File: config.mk
export PLATFORM = sky130hd
export DESIGN_NAME = logic_reduce_elastic
export DESIGN_NICKNAME = d
export VERILOG_FILES = /design/src/rtl/logic_reduce_elastic.sv
export SDC_FILE = /design/constraint.sdc
export NUM_CORES = 1
export LEC_CHECK = 0
export CAP_MARGIN = 20
export CORE_AREA = 5 5 44 83
export CTS_CLUSTER_SIZE = 25
export DETAILED_ROUTE_END_ITERATION = 6
export DIE_AREA = 0 0 49 88
export PLACE_DENSITY_LB_ADDON = 0.08
export SLEW_MARGIN = 15
export SYNTH_ARGS = -nofsm -noshare
export SYNTH_HDL_FRONTEND = slang
export SYNTH_SLANG_ARGS = --single-unit
File: constraint.sdc
create_clock -name clk -period 5.1 [get_ports clk]
set_input_delay 1.02 -clock clk [delete_from_list [all_inputs] [get_ports clk]]
set_output_delay 1.02 -clock clk [all_outputs]
set_load 0.03 [all_outputs]
File: src/rtl/logic_reduce_elastic.sv
// rtl/logic_reduce_elastic.sv - handshaked per-packet AND/NAND/OR/NOR/XOR/XNOR reduction
// Results queue in a 2-entry buffer so the input side keeps streaming under short backpressure.

module logic_reduce_elastic_fifo #(
  parameter int DW = 1
) (
  input  logic          clk,
  input  logic          rst,
  input  logic          push,
  input  logic [DW-1:0] push_data,
  input  logic          pop,
  output logic [DW-1:0] head,
  output logic [1:0]    count
);

  logic [DW-1:0] mem [2];
  logic          wr_ptr;
  logic          rd_ptr;

  // Callers only push when count < 2 and only pop when count > 0.
  always_ff @(posedge clk or negedge rst) begin
    if (!rst) begin
      mem[0] <= '0;
      mem[1] <= '0;
      wr_ptr <= 1'b0;
      rd_ptr <= 1'b0;
      count  <= 2'd0;
    end else begin
      if (push) begin
        mem[wr_ptr] <= push_data;
        wr_ptr      <= ~wr_ptr;
      end
      if (pop) begin
        rd_ptr <= ~rd_ptr;
      end
      case ({push, pop})
        2'b10:   count <= count + 2'd1;
        2'b01:   count <= count - 2'd1;
        default: count <= count;
      endcase
    end
  end

  assign head = mem[rd_ptr];

endmodule

module logic_reduce_elastic #(
  parameter int WIDTH     = 8,
  parameter int MAX_BEATS = 16,
  localparam int CNT_W    = $clog2(MAX_BEATS + 1)
) (
  input  logic             clk,
  input  logic             rst,
  input  logic [WIDTH-1:0] ins,
  input  logic [2:0]       ins_op,
  input  logic             ins_last,
  input  logic             ins_valid,
  output logic             ins_ready,
  output logic             outs,
  output logic [CNT_W-1:0] outs_beats,
  output logic             outs_valid,
  input  logic             outs_ready
);

  localparam logic [CNT_W-1:0] MAX_CNT = CNT_W'(MAX_BEATS);

  typedef enum logic [1:0] {
    FAM_AND,
    FAM_OR,
    FAM_XOR
  } fam_t;

  logic             in_pkt;
  logic [2:0]       op_q;
  logic             acc;
  logic [CNT_W-1:0] cnt;

  logic [2:0]       cur_op;
  fam_t             fam;
  logic             invert;
  logic             beat_r;
  logic             comb_val;
  logic             result;
  logic [CNT_W-1:0] cnt_next;

  logic             accept;
  logic             push;
  logic             pop;
  logic [CNT_W:0]   head;
  logic [1:0]       fifo_count;

  // The op is only honoured on the first beat; later beats use the latched copy.
  always_comb begin
    cur_op = in_pkt ? op_q : ins_op;

    case (cur_op)
      3'd0, 3'd1: fam = FAM_AND;
      3'd4, 3'd5: fam = FAM_XOR;
      default:    fam = FAM_OR;
    endcase

    invert = (cur_op == 3'd1) || (cur_op == 3'd3) || (cur_op == 3'd5);

    case (fam)
      FAM_AND: beat_r = &ins;
      FAM_XOR: beat_r = ^ins;
      default: beat_r = |ins;
    endcase

    comb_val = beat_r;
    if (in_pkt) begin
      case (fam)
        FAM_AND: comb_val = acc & beat_r;
        FAM_XOR: comb_val = acc ^ beat_r;
        default: comb_val = acc | beat_r;
      endcase
    end

    cnt_next = CNT_W'(1);
    if (in_pkt) begin
      cnt_next = (cnt == MAX_CNT) ? MAX_CNT : cnt + CNT_W'(1);
    end

    result = comb_val ^ invert;
  end

  assign ins_ready = rst & (fifo_count < 2'd2);
  assign accept    = ins_valid & ins_ready;
  assign push      = accept & ins_last;
  assign pop       = outs_valid & outs_ready;

  always_ff @(posedge clk or negedge rst) begin
    if (!rst) begin
      in_pkt <= 1'b0;
      op_q   <= 3'd0;
      acc    <= 1'b0;
      cnt    <= '0;
    end else if (accept) begin
      in_pkt <= ~ins_last;
      op_q   <= cur_op;
      acc    <= comb_val;
      cnt    <= cnt_next;
    end
  end

  logic_reduce_elastic_fifo #(
    .DW(CNT_W + 1)
  ) u_fifo (
    .clk      (clk),
    .rst      (rst),
    .push     (push),
    .push_data({result, cnt_next}),
    .pop      (pop),
    .head     (head),
    .count    (fifo_count)
  );

  assign outs       = head[CNT_W];
  assign outs_beats = head[CNT_W-1:0];
  assign outs_valid = (fifo_count != 2'd0);

endmodule
# After elaboration in Yosys (flattened, before gate mapping)

Index checks and enable logic that the tools add are counted.
W data, S select, Z words.

Add/subtract/negate cells: 3
$mul: 0
Divide/modulo/power cells: 0
Order comparisons: 4
Equality and inequality tests: 8
Shifts and indexed selects: 0
Multiplexer cells: 14
Bitwise logic cells: 13
Reductions and logical operators: 12

Operators with widths:

| cell                  | count |
|---|---|
| $mux W6               | 4 |
| $bwmux W12            | 1 |
| $mux W5               | 2 |
| $pmux W2 S2           | 2 |
| $reduce_and A8 Y1     | 1 |
| $reduce_or A8 Y1      | 1 |
| $reduce_xor A8 Y1     | 1 |
| $demux W6 S1          | 1 |
| $eq A3 B3 Y1 const B  | 2 |
| $add A5 B1 Y5 const B | 1 |
| $and A1 B1 Y1         | 5 |
| $eq A5 B5 Y1 const B  | 1 |
| $eq A2 B2 Y1 const B  | 2 |
| $ge A2 B2 Y1 const B  | 2 |
| $not A1 Y2            | 2 |
| $pmux W1 S2           | 2 |
| $reduce_bool A2 Y1    | 2 |
| $reduce_or A2 Y1      | 2 |
| $eq A3 B1 Y1 const B  | 1 |
| $eq A3 B2 Y1 const B  | 1 |
| $logic_not A3 Y1      | 1 |
| $mux W3               | 1 |
| $not A1 Y1            | 3 |
| $add A2 B1 Y2 const B | 1 |
| 10 further kinds      | 12 |

Register bits after elaboration: 26
Bits in latches: 0
Memory bits (writable): 0
Memory bits (read-only): 0
Input port bits: 16
Output and inout port bits: 8
Word-level logic and storage cells: 63
Memories: 0

# Logic depth before layout (Yosys ltp)

Depth after elaboration: 11
Gate-level depth with buffers: 12
Gate-level depth less buffers: 12

# Modules after synthesis

A second synthesis with hierarchy kept.

Cells, all modules: 142
Area total of the unflattened synthesis: 1547.7 um2

By module, submodules not included:

| module                    | instances | cells each | area an instance (um2) | seq. area each (um2) |
|---|---|---|---|---|
| logic_reduce_elastic      | 1         | 97         | 858.3                  | 250.2 |
| logic_reduce_elastic_fifo | 1         | 45         | 689.4                  | 400.4 |

# Worst setup path before layout

Ideal clock, no wire load.

Kind: input -> register
Start: input ins[6]
End: register u_fifo.mem[11] in the netlist's numbering
Setup time: 0.082 ns
Data arrival time: 3.163 ns
Data required time: 5.018 ns
Setup slack: 1.855 ns
Cell stages on the path: 12
Buffers on the path: 0
Cells stage by stage: inv_1 ha_1 xnor2_2 xnor2_1 nand2_1 and2_1 inv_1 ha_1 mux2_2 o211a_1 or3_1 a31oi_1

Word-level cells in the longest chain between the ends: 7
Elaborated cells between the ends (all ways): 11
Classes of those cells: 4 x mux; 4 x bitwise; 3 x reduce/logical

Ends and longest elaborated chain:

| item                                           | line | RTL |
|---|---|---|
| start: declaration                             | 55   | `input logic [WIDTH-1:0] ins,` |
| $reduce_or A8 Y1, or another cell as far along | 108  | `default: beat_r = \|ins;` |
| $pmux W1 S2 *                                  | 105  | `case (fam)` |
| $or A1 B1 Y1, or another cell as far along     | 116  | `default: comb_val = acc \| beat_r;` |
| $pmux W1 S2                                    | 113  | `case (fam)` |
| $mux W1 *                                      | 112  | `if (in_pkt) begin` |
| $xor A1 B1 Y1 *                                | 125  | `result = comb_val ^ invert;` |
| $bwmux W12 *                                   | 30   | `mem[wr_ptr] <= push_data;` |
| end signal: indexed assignment                 | 30   |  |
| end: declaration                               | 16   | `logic [DW-1:0] mem [2];` |

Every way passes the cells marked *; elsewhere a longest branch is shown, timed or not.
A chain may end at the register's enable or synchronous reset.

# Worst setup path in the final report

Same ends and word-level chain as after synthesis.

==> qor.txt <==
status: complete, no violations
TNS Setup: 0 ns
global route overflow: 0
PortBufs: 23
Nets: 212
final core utilization: 62.33%
cts hold-fix bufs: 0
fin. max-slew vios: 0
Syn Inst Count: 159
final setup margin: 1.489 ns
initial drt markers: 13
worst setup path endpoint: u_fifo.mem[11]
share of the synthesized area in the top cell type: 43.19%
Worst IR Drop VDD: 302.5 uV
Avg Cell Area, Syn: 9.474 um^2
vias in the first global route: 1186
CP Max Fanout: 3
Pwr Density: 541.5 mW/mm^2
startpoint class of the critical path: input port
Synth warnings: 0
dpl cell area: 0.001763 mm^2
Max Cap Viol: 0
Max clock buf depth: 2
P_leak: 0.8496 nW
Reg clk slew, reported paths: 0.10 ns
Synth cell types: 29
Rows: 28
worst r2r src: in_pkt
overall routed net length: 2856 um
layout cells sized above 1: 9.890%
async set or reset register ratio after synthesis: 100.0%
Worst R2R Setup Slack: 2.39 ns
Yosys top cell by area: dfrtp_1
Post-synth top cells: nand2_1, dfrtp_1, o21ai_0
Worst setup startpoint: ins[6]
Antenna Diode Count: 0
DRC viols: 0
most frequent cell after synthesis: nand2_1
die height: 88 um
critical path class: input port to flop
Synth Flop Type: dfrtp_1
die width: 49 um
Die Area: 0.004312 mm^2
fmax: 277.0 MHz
worst r2r path cells: 10
CTS tree: built
EDFF count, synth: 0
Yosys reg bits: 26
sequential share of the synthesized area: 43.19%
Root Driver: clkbuf_8
slew margin rel.: 69.19%
Clock Skew: 0.01097 ns
Gates resized, CTS repair: 0
GPL Wtd Cong: 0.7858
Final period util: 70.80%
end of the worst register-to-register path: u_fifo.mem[11]
GRT Total Usage: 14.41%
initial core utilization: 51.19%
hold_sp: u_fifo.mem[10]
routed len/inst: 13.47 um
top cells by area, synth: dfrtp_1, ha_1, mux2_2
worst hold path class: flop to flop
RSZ-0062 raised after global routing: false
minimum clock period: 3.611 ns
Cell Area, Synth: 0.001506 mm^2
Post-CTS Setup Repair Bufs: 0
Layout area overhead: 21.76%
post-place setup slack: 1.181 ns
DR vias/cell: 5.358
largest net degree at the start of global routing: 28
fin area: 0.001834 mm^2
total chip power: 0.9933 mW
Num CTS Buffers: 3
Fillers: 274
Hold Vio Cnt, Final: 0
vias after detailed routing: 1136
Worst Tran Pin Value: 0.4622 ns
Syn Nets: 188
Antenna Nets Post-Route: 0
TritonRoute pass-1 iters: 3
Clock Sinks: 26
worst-skew pair later-pin latency: 0.27 ns
first-pass GRT wire length: 5043 um
# setup viols final: 0
htree depth: 1
WP data required: 5.30 ns
core area: 0.002943 mm^2
initial antenna violation count: 0
post-detail-place hpwl: 2354 um
IO Pins: 24
Critical Path AT: 3.81 ns
Setup crit end kind: flop
worst max-delay path, cell delays in order:
cell and delay, ns:
clkdlybuf4s50_1 0.48, inv_1 0.05, ha_1 0.32, xnor2_2 0.15
xnor2_1 0.26, nand2_1 0.08, and2_1 0.17, inv_1 0.06
ha_1 0.21, mux2_2 0.26, o211a_1 0.22, or3_1 0.37
a31oi_1 0.17
layout make-up:
class	count	area (um^2)	area share [%]
clock buffer	3	41.29	2.251
multi-input combinational	114	784.5	42.77
sequential	26	650.6	35.47
clock inverter	1	30.03	1.637
timing repair buffer	24	237.7	12.96
inverter	14	52.55	2.865
tap	30	37.54	2.046
state kept, by name, indices dropped and copies added (netlist names):
signal,count
acc,1
u_fifo.count,2
u_fifo.mem,12
u_fifo.wr_ptr,1
cnt,5
in_pkt,1
u_fifo.rd_ptr,1
op_q,3
through the flow:
stage,hold WS (ns),cells
6_report,0.4817,212
3_3_place_gp,0.4561,208
4_1_cts,0.4883,212
5_1_grt,0.5178,212
3_5_place_dp,0.4686,208
2_1_floorplan,0.4444,159
placed cells by master (no fill, tap or decap), types with 2 or more instances in the layout:
| cell | synthesis | final |
|---|---|---|
| nor2b_1 | 2 | 2 |
| dfrtp_1 | 26 | 26 |
| nand3_1 | 4 | 4 |
| clkdlybuf4s50_1 | 0 | 23 |
| xnor2_1 | 6 | 6 |
| mux2i_1 | 2 | 2 |
| nor2_1 | 8 | 8 |
| o21ai_1 | 2 | 2 |
| nand2_1 | 28 | 28 |
| o21ai_0 | 17 | 17 |
| clkbuf_8 | 0 | 3 |
| ha_1 | 13 | 13 |
| nand4_1 | 2 | 2 |
| mux2_2 | 10 | 10 |
| and2_1 | 3 | 3 |
| a31oi_1 | 3 | 3 |
| xor2_1 | 2 | 2 |
| inv_1 | 14 | 14 |
how the worst min path moves through the flow:
stage | endpoint | slack, ns | cells past startpoint
3_5_place_dp | u_fifo.mem[1] | 0.47 | 2
2_1_floorplan | u_fifo.mem[0] | 0.44 | 2
4_1_cts | u_fifo.mem[10] | 0.49 | 2
5_1_grt | u_fifo.mem[8] | 0.52 | 2
3_3_place_gp | u_fifo.mem[4] | 0.46 | 2
6_report | u_fifo.mem[10] | 0.48 | 2
power breakdown:
group | switching, mW | internal [mW] | leakage (nW)
combinational | 0.221 | 0.220 | 0.484
clock | 0.0641 | 0.105 | 0.0357
sequential | 0.0899 | 0.293 | 0.329
cell families (layout without fill, tap and decap cells):
kind of cell	count (synthesis)	after routing	synth area share [%]
multiplexers	12	12	8.804
buffers and inverters	19	42	4.734
flip-flops	26	26	43.19
AO/OA/AOI/OAI	27	27	10.63
XOR/XNOR	9	9	5.731
adder cells (fa/ha/maj)	13	13	10.80
AND/OR/NAND/NOR	53	53	16.11
per-layer routing:
metal  up-vias  routed length [um]  global-route usage [%]
li1        584                   -                       -
met1       536                1093                   15.01
met2        14                1669                   29.29
met3         2                  66                   1.193
met4         0                  26                   4.412
met5         -                   0                       0
(Power assumes the default switching activity.)
